### config.mk
export PLATFORM = sky130hd
export DESIGN_NAME = timer_counter_dev
export DESIGN_NICKNAME = d
export VERILOG_FILES = /design/src/rtl/timer_counter_dev_pkg.sv /design/src/rtl/timer_counter_dev.sv
export SDC_FILE = /design/constraint.sdc
export NUM_CORES = 1
export LEC_CHECK = 0
export ABC_AREA = 0
export CAP_MARGIN = 40
export CORE_MARGIN = 3
export CORE_UTILIZATION = 50
export CTS_CLUSTER_SIZE = 20
export DETAILED_ROUTE_END_ITERATION = 10
export PLACE_DENSITY = 0.84
export SETUP_SLACK_MARGIN = 0.2
export SYNTH_ARGS = -nofsm -noshare
export SYNTH_HDL_FRONTEND = slang
export SYNTH_SLANG_ARGS = --single-unit
### constraint.sdc
create_clock -name clk -period 3.7 [get_ports clk]
set_input_delay 0.74 -clock clk [delete_from_list [all_inputs] [get_ports clk]]
set_output_delay 0.74 -clock clk [all_outputs]
set_load 0.005 [all_outputs]
### src/rtl/timer_counter_dev_pkg.sv
// Shared definitions for the memory-mapped timer/counter devices: base
// addresses, register word offsets, CTRL field layout, MODE encodings and
// the FSM state encoding.
package timer_counter_dev_pkg;

  // Device base addresses, also used by the M-stage address checker
  localparam logic [31:0] TC0_BASE = 32'h0000_7F00;
  localparam logic [31:0] TC1_BASE = 32'h0000_7F10;

  // Register word offsets, expressed as addr[3:2]
  localparam logic [1:0] OFF_CTRL   = 2'd0;  // +0x0
  localparam logic [1:0] OFF_PRESET = 2'd1;  // +0x4
  localparam logic [1:0] OFF_COUNT  = 2'd2;  // +0x8
  localparam logic [1:0] OFF_RSVD   = 2'd3;  // +0xC, reads zero

  // CTRL bit positions
  localparam int CTRL_EN_BIT   = 0;
  localparam int CTRL_MODE_LSB = 1;
  localparam int CTRL_IM_BIT   = 3;
  localparam int CTRL_W        = 4;

  // MODE encodings; 2'b1x behaves as one-shot
  localparam logic [1:0] MODE_ONESHOT = 2'b00;
  localparam logic [1:0] MODE_AUTO    = 2'b01;

  // Stored CTRL bits, MSB first so the packed value matches the register layout
  typedef struct packed {
    logic       im;
    logic [1:0] mode;
    logic       en;
  } tc_ctrl_t;

  typedef enum logic [1:0] {
    ST_IDLE = 2'd0,
    ST_LOAD = 2'd1,
    ST_CNT  = 2'd2,
    ST_INT  = 2'd3
  } tc_state_e;

  // True when a byte address falls inside the 16-byte window at base
  function automatic logic tc_hit(input logic [31:0] addr, input logic [31:0] base);
    return addr[31:4] == base[31:4];
  endfunction

endpackage

### src/rtl/timer_counter_dev.sv
// Timer/counter peripheral: CTRL/PRESET/COUNT word registers, a four-state
// count-down FSM and a combinational read mux. Counts PRESET down to zero and
// flags an interrupt, either once (one-shot) or periodically (auto-reload).
module timer_counter_dev
  import timer_counter_dev_pkg::*;
#(
  parameter logic [31:0] BASE_ADDR = TC0_BASE,
  parameter int          CNT_W     = 32
) (
  input  logic        clk,
  input  logic        reset,
  input  logic [31:0] addr,
  input  logic        we,
  input  logic [31:0] wdata,
  output logic [31:0] rdata,
  output logic        irq
);

  tc_ctrl_t           ctrl;
  logic [CNT_W-1:0]   preset;
  logic [CNT_W-1:0]   count;
  tc_state_e          state;
  logic               irq_flag;

  logic sel;
  logic wr_ctrl;
  logic wr_preset;

  assign sel       = tc_hit(addr, BASE_ADDR);
  assign wr_ctrl   = we & sel & (addr[3:2] == OFF_CTRL);
  assign wr_preset = we & sel & (addr[3:2] == OFF_PRESET);

  // Byte-lane bits and upper write-data bits have no storage behind them
  logic unused_bits;
  assign unused_bits = ^{addr[1:0], wdata};

  // PRESET register: only the CPU writes it
  // NOTE: sequential state always uses non-blocking (<=) so every flop samples
  // pre-edge values, independent of block ordering.
  always_ff @(posedge clk or negedge reset) begin
    if (!reset) begin
      preset <= '0;
    end else if (wr_preset) begin
      preset <= wdata[CNT_W-1:0];
    end
  end

  // Count-down FSM together with CTRL, COUNT and the interrupt flag
  always_ff @(posedge clk or negedge reset) begin
    if (!reset) begin
      state    <= ST_IDLE;
      ctrl     <= '0;
      count    <= '0;
      irq_flag <= 1'b0;
    end else begin
      case (state)
        ST_IDLE: begin
          if (ctrl.en) state <= ST_LOAD;
        end
        ST_LOAD: begin
          count <= preset;
          state <= ST_CNT;
        end
        ST_CNT: begin
          if (!ctrl.en) begin
            state <= ST_IDLE;
          end else if (count > CNT_W'(1)) begin
            count <= count - CNT_W'(1);
          end else begin
            count    <= '0;
            irq_flag <= 1'b1;
            state    <= ST_INT;
          end
        end
        ST_INT: begin
          if (ctrl.mode == MODE_AUTO) begin
            irq_flag <= 1'b0;
          end else begin
            ctrl.en <= 1'b0;
          end
          state <= ST_IDLE;
        end
        default: state <= ST_IDLE;
      endcase

      // NOTE: the CPU write is placed after the FSM so its non-blocking
      // assignments land last and win over any same-cycle FSM update.
      if (wr_ctrl) begin
        ctrl     <= tc_ctrl_t'(wdata[CTRL_W-1:0]);
        irq_flag <= 1'b0;
      end
    end
  end

  // Read mux, decoded from the word offset only
  // NOTE: rdata gets a default first so no path through the case infers a latch.
  always_comb begin
    rdata = '0;
    case (addr[3:2])
      OFF_CTRL:   rdata = {{(32-CTRL_W){1'b0}}, ctrl};
      OFF_PRESET: rdata = 32'(preset);
      OFF_COUNT:  rdata = 32'(count);
      default:    rdata = '0;
    endcase
  end

  // Masking gates the output only; the flag itself is untouched by IM
  assign irq = irq_flag & ctrl.im;

endmodule

; ---- Word-level counts from Yosys, hierarchy flattened
; Index checks and enable logic that the tools add are counted.
[word_totals]
reg_bits = 71
in_bits = 67
[op_classes]
reduce_logical = 9
n_addsub = 1
magnitude_cmp = 1
bitwise_logic = 4
eq_ne = 14
muxes = 16
[ops]
columns = op, n
row1 = $pmux W32 S3, 1
row2 = $mux W32, 2
row3 = $pmux W32 S2, 1
row4 = $gt A32 B1 Y1 const B, 1
row5 = $sub A32 B1 Y32 const B, 1
row6 = $eq A28 B11 Y1 const B, 1
row7 = $ne A3 B3 Y1 const B, 4
row8 = $pmux W2 S4, 1
row9 = $mux W1, 7
row10 = $eq A2 B1 Y1 const B, 3
row11 = $eq A2 B2 Y1 const B, 3
row12 = $mux W2, 3
row13 = $ne A2 B2 Y1 const B, 3
row14 = $reduce_and A2 Y1, 3
row15 = $and A1 B1 Y1, 4
row16 = $logic_not A2 Y1, 2
row17 = $reduce_and A4 Y1, 1
row18 = $reduce_bool A2 Y1, 2
row19 = $reduce_bool A3 Y1, 1
row20 = $pmux W1 S2, 1

; ---- Logic depth before layout (Yosys ltp)
[depth]
depth_word = 5
depth_mapped = 10
mapped_depth_nobuf = 8

; ---- Worst setup path after synthesis
; Ideal clock, no wire load.
[synth_timing]
path_type = input -> register
start = input port addr[5]
end = register preset[0]
stages = 6
t_required_ns = 3.575
n_path_buf = 1
slack_ns = 0.811
arrival_time_ns = 2.764
path_cell_list = nor4_1 > nand3_1 > or4_1 > nor3b_1 > clkbuf_1 > mux2_2
[synth_via]
elab_chain_len = 3
[synth_rtl]
columns = item, line_no
row1 = from (decl), timer_counter_dev.sv:12  ; input logic [31:0] addr,
row2 = $eq A28 B11 Y1, timer_counter_dev_pkg.sv:42  ; return addr[31:4] == base[31:4];
row3 = $and A1 B1 Y1 (2 in a row), timer_counter_dev.sv:31  ; assign wr_preset = we & sel & (addr[3:2] == OFF_PRESET);
row4 = to (signal assigned), timer_counter_dev.sv:44  ; preset <= wdata[CNT_W-1:0];
row5 = to (decl), timer_counter_dev.sv:20  ; logic [CNT_W-1:0] preset;
; No other way between the ends.
; A chain may end at the register's enable or synchronous reset.

; ---- Worst setup path in the final report
[layout_timing]
start = input port addr[2]
end = output port rdata[28]
[layout_via]
elab_chain_len = 2
elab_cells_between_ends = 4
classes_between = 2 x eq/ne / 1 x mux / 1 x reduce/logical
[layout_rtl]
columns = item, line_no
row1 = "$eq A2 B2 Y1, or another cell as far along", timer_counter_dev.sv:99  ; case (addr[3:2])
row2 = $pmux W32 S3 *, timer_counter_dev.sv:99
row3 = to (decl), timer_counter_dev.sv:15  ; output logic [31:0] rdata,
; Every way passes the cells marked *; elsewhere a longest branch is shown, timed or not.

==> results.txt <==
The worst-case IR drop observed on VDD is 0.182 mV. Cell repeated most along the worst path: sky130_fd_sc_hd__clkdlybuf4s50_1. The combined area of the multi-input logic cells is 2060 µm², and the delay of the slowest critical-path stage is 0.62 ns.

On the critical path the largest part of the delay comes from buffers and inverters. The maximum fanout count along the critical path is 32. The maximum level of the CTS H-tree is 3.

The number of distinct standard cells referenced by the synthesized netlist was 47. Classification of the worst setup path: in2out. Relative to the synthesized area, the layout overhead comes to 33.1%.

The number of top-level pins was 100; the post-route clock skew was 0.00649 ns. For the worst max-slew margin expressed relative to the limit, the log shows 0.399. The critical path crosses 5 cells after its start point. The tools report the yosys synthesis warning count as 0. Clock-pin slew was measured on the worst setup and hold paths at 0.07 ns.

For this run, design rule violations remaining after detail routing come to 0. The number of cells on the worst reg-to-reg path is 7. The standard-cell row count came out at 32.

Summed over all layers, the global routing overflow is 0. Counting flops with a built-in enable in the synthesized netlist gives 0. The initial antenna violation count was 0. The cell sitting at the root of the clock tree is a sky130_fd_sc_hd__clkbuf_8.

After clock tree synthesis, the setup repair step added 0 buffers. The fraction of the core area covered by cells at the end of the flow was 0.686. The via count of the first global-routing pass came out at 3646.

Final net count: 566. The run gives 0.252 as the all-layer global routing usage. The tools report the detailed router's first-iteration violation count as 320. The minimum clock period was 3.25 ns. The first global-routing pass estimated 17900 µm of wire.

The floorplan core area is 7770 µm², and the buffering stage count on the worst path with inverters included is 3. The share of the yosys chip area belonging to registers was 0.444; the first-pass detailed-route iteration total was 5. The transition time at the pin with the least slew margin works out to 0.901 ns. The run gives 0 as the count of maximum capacitance violations. The run gives 0 ns as the final setup TNS. The floorplan step defined a die boundary enclosing 9120 µm².

The run gives 0 as the number of antenna-violating nets in the routed design. The most frequently used flop master after synthesis is sky130_fd_sc_hd__dfrtp_1. Final-report max-slew violation count: 0.

Dividing total power by cell area gives a power density of 280 nW/µm². The die extent in x is 95.5 µm, and the via-per-instance ratio is 6.25. The routed length per placed instance is 18.1 µm.

The synthesized netlist occupies a cell area of 4000 µm². The overall die height was 95.5 µm. Setup violations remaining at the end of the flow were counted as 0.

Number of vias after detailed routing: 3775. The flow ran to the end, and the final reports show no timing, DRC or antenna violations. Dividing the synthesized area by the synthesized cell count gives 9.89 µm².

The worst setup path is captured at a primary output. Pin count of the biggest net entering global routing: 55. The share of flip-flops with an asynchronous set or reset after synthesis came out at 1.00. TritonCTS built the clock tree. The number of buffers between clock root and the deepest sink is 2. The number of gates resized after CTS was 0. Library cell contributing the largest single delay on the critical path: sky130_fd_sc_hd__clkdlybuf4s50_1. Setup repair after global routing left no endpoint under its margin.

The clock network latency to the later pin of the worst-skew pair is 0.35 ns, and the number of nets produced by synthesis is 474. The number of clock buffers added by TritonCTS is 9. The count of input and output buffers was 97; the post-detailed-routing wire length was 10900 µm.

The run gives 0.826 as the final estimated routing congestion in global placement. Portion of the clock cycle consumed by the worst path in the final layout: 0.879. Detailed placement finished with a half-perimeter wire length of 7640 µm. The total of flip-flops plus latches after synthesis works out to 71.

The count of inserted antenna diode cells is 0. The critical path goes through clkdlybuf4s50_1, nor2b_2, buf_12, a22o_1, clkdlybuf4s50_1. The arrival time at the worst endpoint came out at 2.51 ns. The share of cells above drive strength 1 was 0.151; the count of mapped cells out of synthesis was 405. For the hold-fix buffer count after cts, the log shows 0. STA classifies the critical path startpoint as an input pin.

The worst min-delay path category was in2async. The logs give 616 for the final-layout fill cell count and 0.515 for the starting utilization of the core area. Footprint of the flip-flops and latches: 1780 µm². The run gives 0 as the final number of hold-violating endpoints. The power consumption was 0.00149 W; the count of clock tree sinks was 71. The timing-limited maximum frequency was 0.307 GHz; the data required time of the worst path was 2.96 ns.

The analysis attributes to cell leakage a power of 2.32 nW.
[through the flow]
| stage | setup slack, ns | instance area, µm² | hold WS (ns) | cells |
|---|---|---|---|---|
| 2_1_floorplan | 0.811 | 4000 | 0.444 | 405 |
| 3_3_place_gp | 0.461 | 5110 | 0.498 | 587 |
| 3_5_place_dp | 0.435 | 5140 | 0.518 | 588 |
| 4_1_cts | 0.438 | 5330 | 0.347 | 604 |
| 5_1_grt | 0.346 | 5330 | 0.353 | 604 |
| 6_report | 0.446 | 5330 | 0.351 | 604 |
[where the power goes]
group          internal [W]  total, W   switching [W]
Sequential         0.000776  0.000776  0.000000000112
Clock              0.000327  0.000608        0.000281
Combinational     0.0000690  0.000109       0.0000404
Total               0.00117   0.00149        0.000322
[logic make-up (layout without fill, tap and decap cells)]
logic type	Yosys count	in the layout	share of synthesized area
compound gates	126	126	0.229
simple gates	119	119	0.161
flops	71	71	0.444
buf+inv	45	142	0.0441
mux	42	42	0.116
fa+ha+maj	2	2	0.00625
[cells in the final DEF (no fill, tap or decap), types with 8 or more instances in the layout]
cell type,instances
sky130_fd_sc_hd__a22o_1,40
sky130_fd_sc_hd__a22oi_1,9
sky130_fd_sc_hd__mux2_2,35
sky130_fd_sc_hd__nor2_1,20
sky130_fd_sc_hd__buf_4,15
sky130_fd_sc_hd__nor4_1,12
sky130_fd_sc_hd__a21oi_1,11
sky130_fd_sc_hd__inv_1,12
sky130_fd_sc_hd__clkdlybuf4s50_1,96
sky130_fd_sc_hd__nor3_1,18
sky130_fd_sc_hd__nand3_1,8
sky130_fd_sc_hd__o21ai_0,31
sky130_fd_sc_hd__clkbuf_8,10
sky130_fd_sc_hd__nand2_1,21
sky130_fd_sc_hd__dfrtp_1,71
[worst paths after layout]
| kind | from | to | slack (ns) |
|---|---|---|---|
| max | addr[2] | rdata[28] | 0.45 |
| min | reset | preset[7]$_DFFE_PN0P_ | 0.35 |
| max reg2reg | count[10]$_DFFE_PN0P_ | count[17]$_DFFE_PN0P_ | 0.56 |
| min reg2reg | ctrl[1]$_DFFE_PN0P_ | ctrl[1]$_DFFE_PN0P_ | 0.53 |
| max in group asynchronous | reset | preset[25]$_DFFE_PN0P_ | 2.80 |
| min in group clk | ctrl[1]$_DFFE_PN0P_ | ctrl[1]$_DFFE_PN0P_ | 0.53 |
[flip-flops by register name (all words and copies together) (netlist names)]
name      flops
count        32
irq_flag      1
state         2
preset       32
ctrl          4
[worst reg2reg max path: stages (launching register included)]
cell and delay, ns:
sky130_fd_sc_hd__dfrtp_1 0.42, sky130_fd_sc_hd__or4_1 0.66, sky130_fd_sc_hd__or3_1 0.52, sky130_fd_sc_hd__nor4_2 0.56, sky130_fd_sc_hd__nand2b_1 0.20, sky130_fd_sc_hd__buf_4 0.21, sky130_fd_sc_hd__o21ai_0 0.12, sky130_fd_sc_hd__a221o_1 0.33
[per-layer routing]
layer | up-vias | track usage | wire [µm]
met5 | - | 0 | 0
met4 | 0 | 0.0640 | 150
met3 | 18 | 0.0576 | 729
met2 | 169 | 0.428 | 5490
met1 | 1848 | 0.324 | 4570
li1 | 1740 | - | -
[cell usage after synthesis (5+ instances only)]
master	n	area [µm²]
sky130_fd_sc_hd__dfrtp_1	71	1780
sky130_fd_sc_hd__a22o_1	40	350
sky130_fd_sc_hd__mux2_2	35	394
sky130_fd_sc_hd__o21ai_0	31	155
sky130_fd_sc_hd__clkbuf_1	25	93.8
sky130_fd_sc_hd__nand2_1	21	78.8
sky130_fd_sc_hd__nor2_1	21	78.8
sky130_fd_sc_hd__nor3_1	18	90.1
sky130_fd_sc_hd__inv_1	12	45.0
sky130_fd_sc_hd__nor4_1	12	75.1
sky130_fd_sc_hd__a21oi_1	11	55.1
sky130_fd_sc_hd__a22oi_1	9	67.6
sky130_fd_sc_hd__nand3_1	8	40.0
sky130_fd_sc_hd__mux2i_1	7	70.1
sky130_fd_sc_hd__o22ai_1	7	43.8
sky130_fd_sc_hd__buf_2	6	30.0
sky130_fd_sc_hd__or3_1	6	37.5
sky130_fd_sc_hd__nor2b_1	5	31.3
sky130_fd_sc_hd__o2bb2ai_1	5	43.8
sky130_fd_sc_hd__or4_1	5	37.5
[area by class of cell]
cell class | instances | share of cell area
Sequential cell | 71 | 0.333
Tap cell | 102 | 0.0239
Multi-Input combinational cell | 289 | 0.387
Inverter | 12 | 0.00845
Clock inverter | 4 | 0.00845
Timing Repair Buffer | 114 | 0.211
Clock buffer | 12 | 0.0272
Power figures use the tool's default switching activity.
